==> src/rtl/saw_receiver_if.sv <==
// -----------------------------------------------------------------------------
// saw_receiver_if
// Groups the Stop-and-Wait receiver's channel, delivery and ACK signals.
//
// Parameters:
//   BW        frame width (seq bit + BW-2 payload bits + parity bit)
// Signals:
//   rx_valid  channel frame valid            (channel -> receiver)
//   rx_frame  channel frame, BW bits         (channel -> receiver)
//   rx_ready  receiver can accept a frame    (receiver -> channel)
//   out_valid delivered payload valid        (receiver -> upper layer)
//   out_data  delivered payload, BW-2 bits   (receiver -> upper layer)
//   out_ready upper layer accepts payload    (upper layer -> receiver)
//   ack_valid one-cycle ACK pulse            (receiver -> channel)
//   ack_seq   sequence bit being ACKed       (receiver -> channel)
// Modports:
//   master    the environment (channel + upper layer)
//   slave     the receiver
// -----------------------------------------------------------------------------
interface saw_receiver_if #(
    parameter int BW = 10
);
    logic          rx_valid;
    logic [BW-1:0] rx_frame;
    logic          rx_ready;
    logic          out_valid;
    logic [BW-3:0] out_data;
    logic          out_ready;
    logic          ack_valid;
    logic          ack_seq;

    modport master (
        output rx_valid, rx_frame, out_ready,
        input  rx_ready, out_valid, out_data, ack_valid, ack_seq
    );

    modport slave (
        input  rx_valid, rx_frame, out_ready,
        output rx_ready, out_valid, out_data, ack_valid, ack_seq
    );
endinterface

==> src/rtl/saw_receiver.sv <==
// -----------------------------------------------------------------------------
// saw_receiver
// Receiving end of a Stop-and-Wait ARQ link. Latches one frame at a time,
// checks even parity and the sequence bit, delivers new payloads over a
// valid/ready handshake and ACKs them. Duplicates are re-ACKed but not
// delivered; parity failures are dropped (or NAKed, see below).
//
// Frame layout: [BW-1] seq, [BW-2:1] payload, [0] even parity over [BW-1:1].
//
// Ports:
//   clk       clock, rising edge
//   rst       asynchronous active-high reset
//   bus       saw_receiver_if.slave (rx_*, out_*, ack_*)
//   nak_valid one-cycle NAK pulse on parity failure (SAW_RX_NAK_EN only)
//   err_cnt   saturating count of parity-failed frames
//   dup_cnt   saturating count of duplicate frames
//
// Optional feature macro: SAW_RX_NAK_EN
//   defined   : parity failures produce a one-cycle NAK carrying exp_seq
//   undefined : parity failures are dropped silently
//
// Every output is decoded from registered state/data; there is no
// combinational path from any input to any output.
// -----------------------------------------------------------------------------
module saw_receiver #(
    parameter int BW = 10,
    parameter int CW = 8
) (
    input  logic          clk,
    input  logic          rst,
    saw_receiver_if.slave bus,
`ifdef SAW_RX_NAK_EN
    output logic          nak_valid,
`endif
    output logic [CW-1:0] err_cnt,
    output logic [CW-1:0] dup_cnt
);

`ifdef SAW_RX_NAK_EN
    typedef enum logic [2:0] {
        S_IDLE,
        S_CHECK,
        S_DELIVER,
        S_ACK,
        S_NAK
    } state_t;
`else
    typedef enum logic [1:0] {
        S_IDLE,
        S_CHECK,
        S_DELIVER,
        S_ACK
    } state_t;
`endif

    state_t        r_state;
    state_t        w_next;
    logic [BW-1:0] r_frame;
    logic          r_exp_seq;
    logic          r_ack_seq;
    logic [CW-1:0] r_err_cnt;
    logic [CW-1:0] r_dup_cnt;

    logic          w_accept;
    logic          w_err_inc;
    logic          w_dup_inc;
    logic          w_toggle;
    logic          w_ack_seq_d;
    logic          w_seq;
    logic          w_parity;

    assign w_seq    = r_frame[BW-1];
    // Even parity over the whole frame: a clean frame XORs to zero.
    assign w_parity = ^r_frame;

    // NOTE: sequential state uses non-blocking assignments so every register
    // samples pre-edge values regardless of statement order.
    always_ff @(posedge clk or posedge rst) begin
        if (rst) begin
            r_state <= S_IDLE;
        end else begin
            r_state <= w_next;
        end
    end

    // NOTE: every signal driven here gets a default first, so no path leaves
    // one unassigned and no latch is inferred.
    always_comb begin
        w_next      = r_state;
        w_accept    = 1'b0;
        w_err_inc   = 1'b0;
        w_dup_inc   = 1'b0;
        w_toggle    = 1'b0;
        w_ack_seq_d = r_ack_seq;
        case (r_state)
            S_IDLE: begin
                // rx_ready is 1 exactly in IDLE, so rx_valid alone qualifies.
                if (bus.rx_valid) begin
                    w_accept = 1'b1;
                    w_next   = S_CHECK;
                end
            end
            S_CHECK: begin
                if (w_parity) begin
                    w_err_inc = 1'b1;
`ifdef SAW_RX_NAK_EN
                    w_ack_seq_d = r_exp_seq;
                    w_next      = S_NAK;
`else
                    w_next      = S_IDLE;
`endif
                end else if (w_seq == r_exp_seq) begin
                    w_next = S_DELIVER;
                end else begin
                    // Retransmission after a lost ACK: re-ACK, do not deliver.
                    w_dup_inc   = 1'b1;
                    w_ack_seq_d = w_seq;
                    w_next      = S_ACK;
                end
            end
            S_DELIVER: begin
                if (bus.out_ready) begin
                    w_toggle    = 1'b1;
                    w_ack_seq_d = w_seq;
                    w_next      = S_ACK;
                end
            end
            S_ACK: begin
                w_next = S_IDLE;
            end
`ifdef SAW_RX_NAK_EN
            S_NAK: begin
                w_next = S_IDLE;
            end
`endif
            default: begin
                w_next = S_IDLE;
            end
        endcase
    end

    always_ff @(posedge clk or posedge rst) begin
        if (rst) begin
            r_frame   <= '0;
            r_exp_seq <= 1'b0;
            r_ack_seq <= 1'b0;
            r_err_cnt <= '0;
            r_dup_cnt <= '0;
        end else begin
            if (w_accept) begin
                r_frame <= bus.rx_frame;
            end
            if (w_toggle) begin
                r_exp_seq <= ~r_exp_seq;
            end
            // ack_seq only changes on entry to ACK/NAK and holds otherwise.
            r_ack_seq <= w_ack_seq_d;
            if (w_err_inc && (r_err_cnt != {CW{1'b1}})) begin
                r_err_cnt <= r_err_cnt + 1'b1;
            end
            if (w_dup_inc && (r_dup_cnt != {CW{1'b1}})) begin
                r_dup_cnt <= r_dup_cnt + 1'b1;
            end
        end
    end

    assign bus.rx_ready  = (r_state == S_IDLE);
    assign bus.out_valid = (r_state == S_DELIVER);
    assign bus.out_data  = r_frame[BW-2:1];
    assign bus.ack_valid = (r_state == S_ACK);
    assign bus.ack_seq   = r_ack_seq;
`ifdef SAW_RX_NAK_EN
    assign nak_valid     = (r_state == S_NAK);
`endif
    assign err_cnt       = r_err_cnt;
    assign dup_cnt       = r_dup_cnt;

endmodule
==> src/flat_wrapper.sv <==
// flat-port wrapper written by rule: the top's interface ports become plain ports
module saw_receiver_flat 
#(
    parameter int BW = 10,
    parameter int CW = 8
)
  (clk, rst, err_cnt, dup_cnt, bus_rx_valid, bus_rx_frame, bus_out_ready, bus_rx_ready, bus_out_valid, bus_out_data, bus_ack_valid, bus_ack_seq);
  saw_receiver_if #(.BW(BW)) bus_i ();
  input  logic clk;
  input  logic rst;
  output logic [CW-1:0] err_cnt;
  output logic [CW-1:0] dup_cnt;
  input wire logic [$bits(bus_i.rx_valid)-1:0] bus_rx_valid;
  input wire logic [$bits(bus_i.rx_frame)-1:0] bus_rx_frame;
  input wire logic [$bits(bus_i.out_ready)-1:0] bus_out_ready;
  output wire logic [$bits(bus_i.rx_ready)-1:0] bus_rx_ready;
  output wire logic [$bits(bus_i.out_valid)-1:0] bus_out_valid;
  output wire logic [$bits(bus_i.out_data)-1:0] bus_out_data;
  output wire logic [$bits(bus_i.ack_valid)-1:0] bus_ack_valid;
  output wire logic [$bits(bus_i.ack_seq)-1:0] bus_ack_seq;
  assign bus_i.rx_valid = bus_rx_valid;
  assign bus_i.rx_frame = bus_rx_frame;
  assign bus_i.out_ready = bus_out_ready;
  assign bus_rx_ready = bus_i.rx_ready;
  assign bus_out_valid = bus_i.out_valid;
  assign bus_out_data = bus_i.out_data;
  assign bus_ack_valid = bus_i.ack_valid;
  assign bus_ack_seq = bus_i.ack_seq;
  saw_receiver #(.BW(BW), .CW(CW)) u_core (.clk(clk), .rst(rst), .bus(bus_i), .err_cnt(err_cnt), .dup_cnt(dup_cnt));
endmodule
==> config.mk <==
export PLATFORM = sky130hd
export DESIGN_NAME = saw_receiver_flat
export DESIGN_NICKNAME = d
export VERILOG_FILES = /design/src/rtl/saw_receiver_if.sv /design/src/rtl/saw_receiver.sv /design/src/flat_wrapper.sv
export SDC_FILE = /design/constraint.sdc
export NUM_CORES = 1
export LEC_CHECK = 0
export CORE_UTILIZATION = 43
export DETAILED_ROUTE_END_ITERATION = 12
export GPL_TIMING_DRIVEN = 0
export PLACE_DENSITY_LB_ADDON = 0.12
export SLEW_MARGIN = 10
export SYNTH_ARGS = -nofsm -noshare
export SYNTH_HDL_FRONTEND = slang
export SYNTH_SLANG_ARGS = --single-unit
==> constraint.sdc <==
create_clock -name clk -period 2.3 [get_ports clk]
set_clock_uncertainty 0.15 [all_clocks]
set_input_delay 0.575 -clock clk [delete_from_list [all_inputs] [get_ports clk]]
set_output_delay 0.575 -clock clk [all_outputs]
set_load 0.1 [all_outputs]
==> results of run 1 <==
registers in the layout (all words and copies together), names as in the netlist, named ones only:
register and count:
u_core.r_state 1, u_core.err_cnt 8, u_core.dup_cnt 8, u_core.bus.ack_seq 1, u_core.r_exp_seq 1, u_core.r_frame 10
synth_stat cells (all sizes together) (2+ instances only):
| library cell | instances | area share [%] |
|---|---|---|
| dfrtp | 30 | 48 |
| mux2 | 14 | 11 |
| xnor2 | 11 | 7.1 |
| xor2 | 11 | 7.4 |
| buf | 8 | 3.8 |
| nand2 | 7 | 1.7 |
| nand3 | 5 | 1.9 |
| nor3 | 5 | 1.9 |
| and3 | 4 | 1.6 |
| a21oi | 3 | 0.96 |
| nand4 | 3 | 1.2 |
| nor2 | 3 | 0.72 |
| nor4 | 3 | 2.4 |
| and2 | 2 | 0.80 |
| ha | 2 | 1.6 |
| nand2b | 2 | 0.80 |
| nor2b | 2 | 0.80 |
worst min-delay path by stage:
stage                                  from                end  slack [ps]  cells after the start
final                     u_core.dup_cnt[5]  u_core.dup_cnt[5]         330                      1
after detailed placement  u_core.dup_cnt[5]  u_core.dup_cnt[5]         310                      1
after CTS                 u_core.dup_cnt[5]  u_core.dup_cnt[5]         330                      1
after floorplan            u_core.r_exp_seq   u_core.r_exp_seq         310                      1
after global routing      u_core.dup_cnt[5]  u_core.dup_cnt[5]         360                      1
after global placement    u_core.dup_cnt[5]  u_core.dup_cnt[5]         310                      1
kinds of logic (layout without fill, tap and decap cells):
logic type / after synthesis / in the layout / share of synthesized area [%]
adder cells (fa/ha/maj): 2 / 2 / 1.604
buffers and inverters: 10 / 61 / 4.330
XOR/XNOR: 23 / 23 / 16.04
multiplexers: 15 / 15 / 11.23
flip-flops: 30 / 30 / 48.12
AO/OA/AOI/OAI: 7 / 7 / 2.807
AND/OR/NAND/NOR: 39 / 39 / 15.88
layout by cell type (no fill, tap or decap), drive strengths merged, types with 2 or more instances in the layout:
| master | count |
|---|---|
| clkdlybuf4s15 | 22 |
| mux2 | 14 |
| a21oi | 3 |
| nand2b | 2 |
| nor2b | 2 |
| nand2 | 7 |
| xnor2 | 11 |
| clkbuf | 12 |
| nand4 | 3 |
| and2 | 2 |
| nor2 | 3 |
| clkdlybuf4s50 | 13 |
| dfrtp | 30 |
| nor4 | 3 |
| and3 | 4 |
| xor2 | 11 |
| ha | 2 |
| nor3 | 5 |
| nand3 | 5 |
| clkinv | 2 |
| buf | 11 |
through the flow:
stage | utilization, % | area [um^2] | cells | hold slack, ps | worst slack [ps]
after CTS | 62.38 | 2131 | 221 | 327.9 | 1.210
after global routing | 62.78 | 2145 | 223 | 359.3 | -4.868
final | 62.78 | 2145 | 223 | 326.4 | 59.04
after floorplan | - | 1580 | 126 | 314.7 | 14.20
after detailed placement | 59.96 | 2048 | 213 | 313.3 | -296.0
after global placement | 59.96 | 2048 | 213 | 312.6 | -273.9
per-layer routing:
layer	part of all wire, %	GRT usage [%]	wire length, um
met5	0	0	0
met4	1.8	7.558	55
met3	4.7	7.169	145
met2	54	34.07	1655
met1	40	20.55	1220
what timing repair did:
action                                  in CTS  in global routing
gates resized for setup                     81                 11
endpoints found under the setup margin      29                 11
pin swaps                                    1                  0
buffers inserted                             0                  2
final cells by class:
cell class | count | area [um^2]
Timing Repair Buffer | 43 | 429.2
Clock buffer | 7 | 55.05
Clock inverter | 1 | 5.005
Sequential cell | 30 | 760.7
Tap cell | 46 | 57.56
Multi-Input combinational cell | 86 | 769.5
Buffer | 9 | 63.81
Fill cell | 292 | 1271
Inverter | 1 | 3.754
==> metrics.yaml, run 1 <==
outcome:
  status: "finished, final reports clean"
critical_path:
  worstSetupStartpointType: "register"
  crit-reg2reg-capture: "u_core.err_cnt[1]"
  crit_family: "buffers and inverters"
  slowest_delay_ps: 830
  regToRegStartpoint: "u_core.r_frame[3]"
  critPathBufInv: 1
  setup.worst_path.start: "u_core.bus.ack_seq"
  crit_fanout: 2
  end_kind: "output port"
  crit_end: "bus_ack_seq"
  worstSetupPathType: "register to output port"
  reg2regPathDepth: 5
  path_depth: 1
  slowest_stage: "clkdlybuf4s15_1"
  worstPathRequired_ps: 1570
  r2r_slack_ps: 90
  crit_chain: "clkdlybuf4s15_1"
  cp_data_arrival_time_ps: 1520
detailed_routing:
  num_vias: 1099
  drt-pass1-iter-count: 4
  drtIter0Drc: 26
  avgRoutedWirePerCell_um: 13.80
  drc: 0
  totalWireLength_mm: 3.077
  ant_nets: 0
  viasPerCell: 4.928
logic_synthesis:
  netlist_instances: 126
  yosys_warnings: 0
  syn_area_per_cell_um2: 12.38
  ys_types: 34
  yosys_register_bits: 30
  synth_top_flop_cell: "dfrtp_1"
  ys_seq_area_share_pct: 48.12
  netlist_area_um2: 1560
  synthArstFlopShare_pct: 100.0
  synth_edf_count: 0
  syn_nets: 142
cts:
  worstSkewPairLatency_ps: 330
  cts_tree: "yes"
  holdBufCountCts: 0
  cts_root_buf: "clkbuf_4"
  cts_made_buffers: 5
  cts_max_level: 2
  cts_num_sinks: 30
  clkSlewWorstSetupHoldPaths_ps: 90
  clockBufferDepth: 2
finish:
  drive_gt1_share_pct: 42.94
  areaGrowthSynthToFinish_pct: 37.45
  fin_nets: 192
  diodes: 0
floorplanning:
  die-area_um2: 3873
  coreArea_um2: 3416
  die_h_um: 62.24
  rows: 21
  num_io_pins: 42
  die_width_um: 62.24
  initial_core_util_pct: 45.68
sta:
  slew_headroom_pct: 30.16
  slew_viol_final: 0
  fmax_mhz: 446.2
  setup_viol: 0
  hold_viol: 0
  tightest_slew_ps: 1041
  layout_min_cycle_time_ps: 2241
  tns_ps: 0
  finalCritPeriodShare_pct: 97.43
global_routing:
  grt_usage_pct: 19.21
  antenna_found_initial: 0
  grt_pass1_wl_mm: 5.595
  grt_overflow: 0
  grt_pass1_vias: 1221
  grt_max_degree: 31
place:
  place.gp.congestion: 0.7805
  numPortBuffers: 41
  hpwlAfterDp_mm: 2.171
job:
  drv_cap: 0
hold_path:
  holdCritPathClass: "register to register"
Power of run 1 is not shown: default switching activity piles up to over one toggle a cycle in this logic, so the estimate is an artifact.
==> run 2, diff against run 1 <==
--- a/config.mk
+++ b/config.mk
@@ -6,6 +6,7 @@
 export NUM_CORES = 1
 export LEC_CHECK = 0
 export CORE_UTILIZATION = 43
+export CTS_BUF_LIST = sky130_fd_sc_hd__clkbuf_4 sky130_fd_sc_hd__clkbuf_8
 export DETAILED_ROUTE_END_ITERATION = 12
 export GPL_TIMING_DRIVEN = 0
 export PLACE_DENSITY_LB_ADDON = 0.12
==> constraint.sdc (replaced) <==
create_clock -name clk -period 2.3 [get_ports clk]
set_clock_uncertainty 0.15 [all_clocks]
set_input_delay 0.575 -clock clk [delete_from_list [all_inputs] [get_ports clk]]
set_output_delay 0.575 -clock clk [all_outputs]
set_load 0.005 [all_outputs]
==> metrics.yaml, run 2 (same netlist as run 1, synthesis figures left out) <==
outcome:
  status: "finished, final reports clean"  # unchanged
detailed_routing:
  drt-pass1-iter-count: 4  # unchanged
  totalWireLength_mm: 2.893  # was 3.077 mm
  avgRoutedWirePerCell_um: 12.80  # was 13.80 um
  num_vias: 1113  # was 1099
  drtIter0Drc: 22  # was 26
  viasPerCell: 4.925  # was 4.928
  ant_nets: 0  # unchanged
  drc: 0  # unchanged
finish:
  diodes: 0  # unchanged
  fin_cells: 226  # was 223
  top_register: "u_core.r_frame"  # unchanged
  largest_reg_flops: 10  # unchanged
  drive_gt1_share_pct: 24.44  # was 42.94%
  layout_commonest_cell: "clkdlybuf4s50_1"  # was dfrtp_1
  mostFrequentLayoutCells: "clkdlybuf4s50_1, dfrtp_1, buf_4"  # was dfrtp_1, clkdlybuf4s15_2, clkdlybuf4s50_1
  areaGrowthSynthToFinish_pct: 38.65  # was 37.45%
  fin_nets: 195  # was 192
  utilization_pct: 63.33  # was 62.78%
sta:
  slew_viol_final: 0  # unchanged
  fmax_mhz: 452.4  # was 446.2 MHz
  fin_ws_ps: 89.38  # was 59.04 ps
  finalCritPeriodShare_pct: 96.11  # was 97.43%
  setup_viol: 0  # unchanged
  grt_setup_unrepaired: "false"
  tightest_slew_ps: 1046  # was 1041 ps
  hold_viol: 0  # unchanged
  slew_headroom_pct: 29.82  # was 30.16%
  layout_min_cycle_time_ps: 2211  # was 2241 ps
cts:
  cts_tree: "yes"  # unchanged
  cts_max_level: 2  # unchanged
  clockBufferDepth: 2  # unchanged
  holdBufCountCts: 0  # unchanged
  cts_made_buffers: 5  # unchanged
  cts_root_buf: "clkbuf_4"  # unchanged
  cts_num_sinks: 30  # unchanged
  clkSlewWorstSetupHoldPaths_ps: 90  # about the same
  worstSkewPairLatency_ps: 320  # was 330 ps
floorplanning:
  rows: 21  # unchanged
  initial_core_util_pct: 45.68  # unchanged
  num_io_pins: 42  # unchanged
  die-area_um2: 3873  # unchanged
  coreArea_um2: 3416  # unchanged
  die_h_um: 62.24  # unchanged
  die_width_um: 62.24  # unchanged
critical_path:
  r2r_slack_ps: 120  # was 90 ps
  worstSetupPathType: "register to output port"  # unchanged
  end_kind: "output port"  # unchanged
  cp_data_arrival_time_ps: 1490  # was 1520 ps
  crit_fanout: 6  # was 2
  worstSetupStartpointType: "register"  # unchanged
  worstPathRequired_ps: 1570  # about the same
place:
  place.gp.congestion: 0.7808  # was 0.7805
  numPortBuffers: 41  # unchanged
  hpwlAfterDp_mm: 2.160  # was 2.171 mm
  pre_cts_ws_ps: -10.50  # was -296.0 ps
  dp.cells: 213  # unchanged
global_routing:
  grtUsageMet2_pct: 31.59  # was 34.07%
  grt_usage_pct: 17.57  # was 19.21%
  use_met3_pct: 4.596  # was 7.169%
  grt_busiest_layer: "met2"  # unchanged
  grt_overflow: 0  # unchanged
  antenna_found_initial: 0  # unchanged
  grt_max_degree: 31  # unchanged
  grt_pass1_vias: 1235  # was 1221
  grt_pass1_wl_mm: 5.361  # was 5.595 mm
  grtUsageMet1_pct: 20.02  # was 20.55%
hold_path:
  holdCritPathClass: "register to register"  # unchanged
job:
  drv_cap: 0  # unchanged
[run 2: stage by stage]
stage                     area (um^2)  setup TNS (ps)  hold slack, ps
after global placement           2028               0           325.6
final                            2163               0           345.2
after detailed placement         2028          -23.57           329.1
after global routing             2163               0           369.7
after floorplan                  1560               0           314.7
after CTS                        2110               0           351.5
[run 2: repair_timing]
action | CTS | global route
setup endpoints to repair | 1 | 4
gates cloned | 0 | 0
resized for setup | 1 | 2
endpoints found under the hold margin | 0 | 0
buffers inserted | 0 | 5
pin swaps | 0 | 1
[run 2: layout make-up]
class	count	area, um^2
fillers	290	1252
multi-input cells	86	760.7
flip-flops and latches	30	750.7
repair buffers	46	447.9
clock buffers	8	78.83
plain buffers	9	63.81
well taps	46	57.56
inverters	1	3.754
[run 2: worst max-delay path, cell delays in order (launching register included)]
cell and delay [ps]:
dfrtp_1 440, nor2b_4 210, clkdlybuf4s50_1 520
[run 2: worst paths after layout]
path | startpoint | end | depth (start not counted)
max in group asynchronous | rst | u_core.dup_cnt[4] | 2
worst max register to register | u_core.r_frame[3] | u_core.err_cnt[1] | 5
min in group asynchronous | rst | u_core.r_frame[3] | 2
worst min register to register | u_core.r_exp_seq | u_core.r_exp_seq | 1
worst max-delay path | register | bus_out_valid | 2
worst min-delay path | u_core.r_exp_seq | u_core.r_exp_seq | 1
[run 2: routing by layer]
layer | wire [um] | up-vias | share of wire (%)
li1 | - | 536 | -
met1 | 1237 | 545 | 43
met2 | 1499 | 28 | 52
met3 | 122 | 4 | 4.2
met4 | 34 | 0 | 1.2
met5 | 0 | - | 0
Power of run 2 is left out for the same reason.
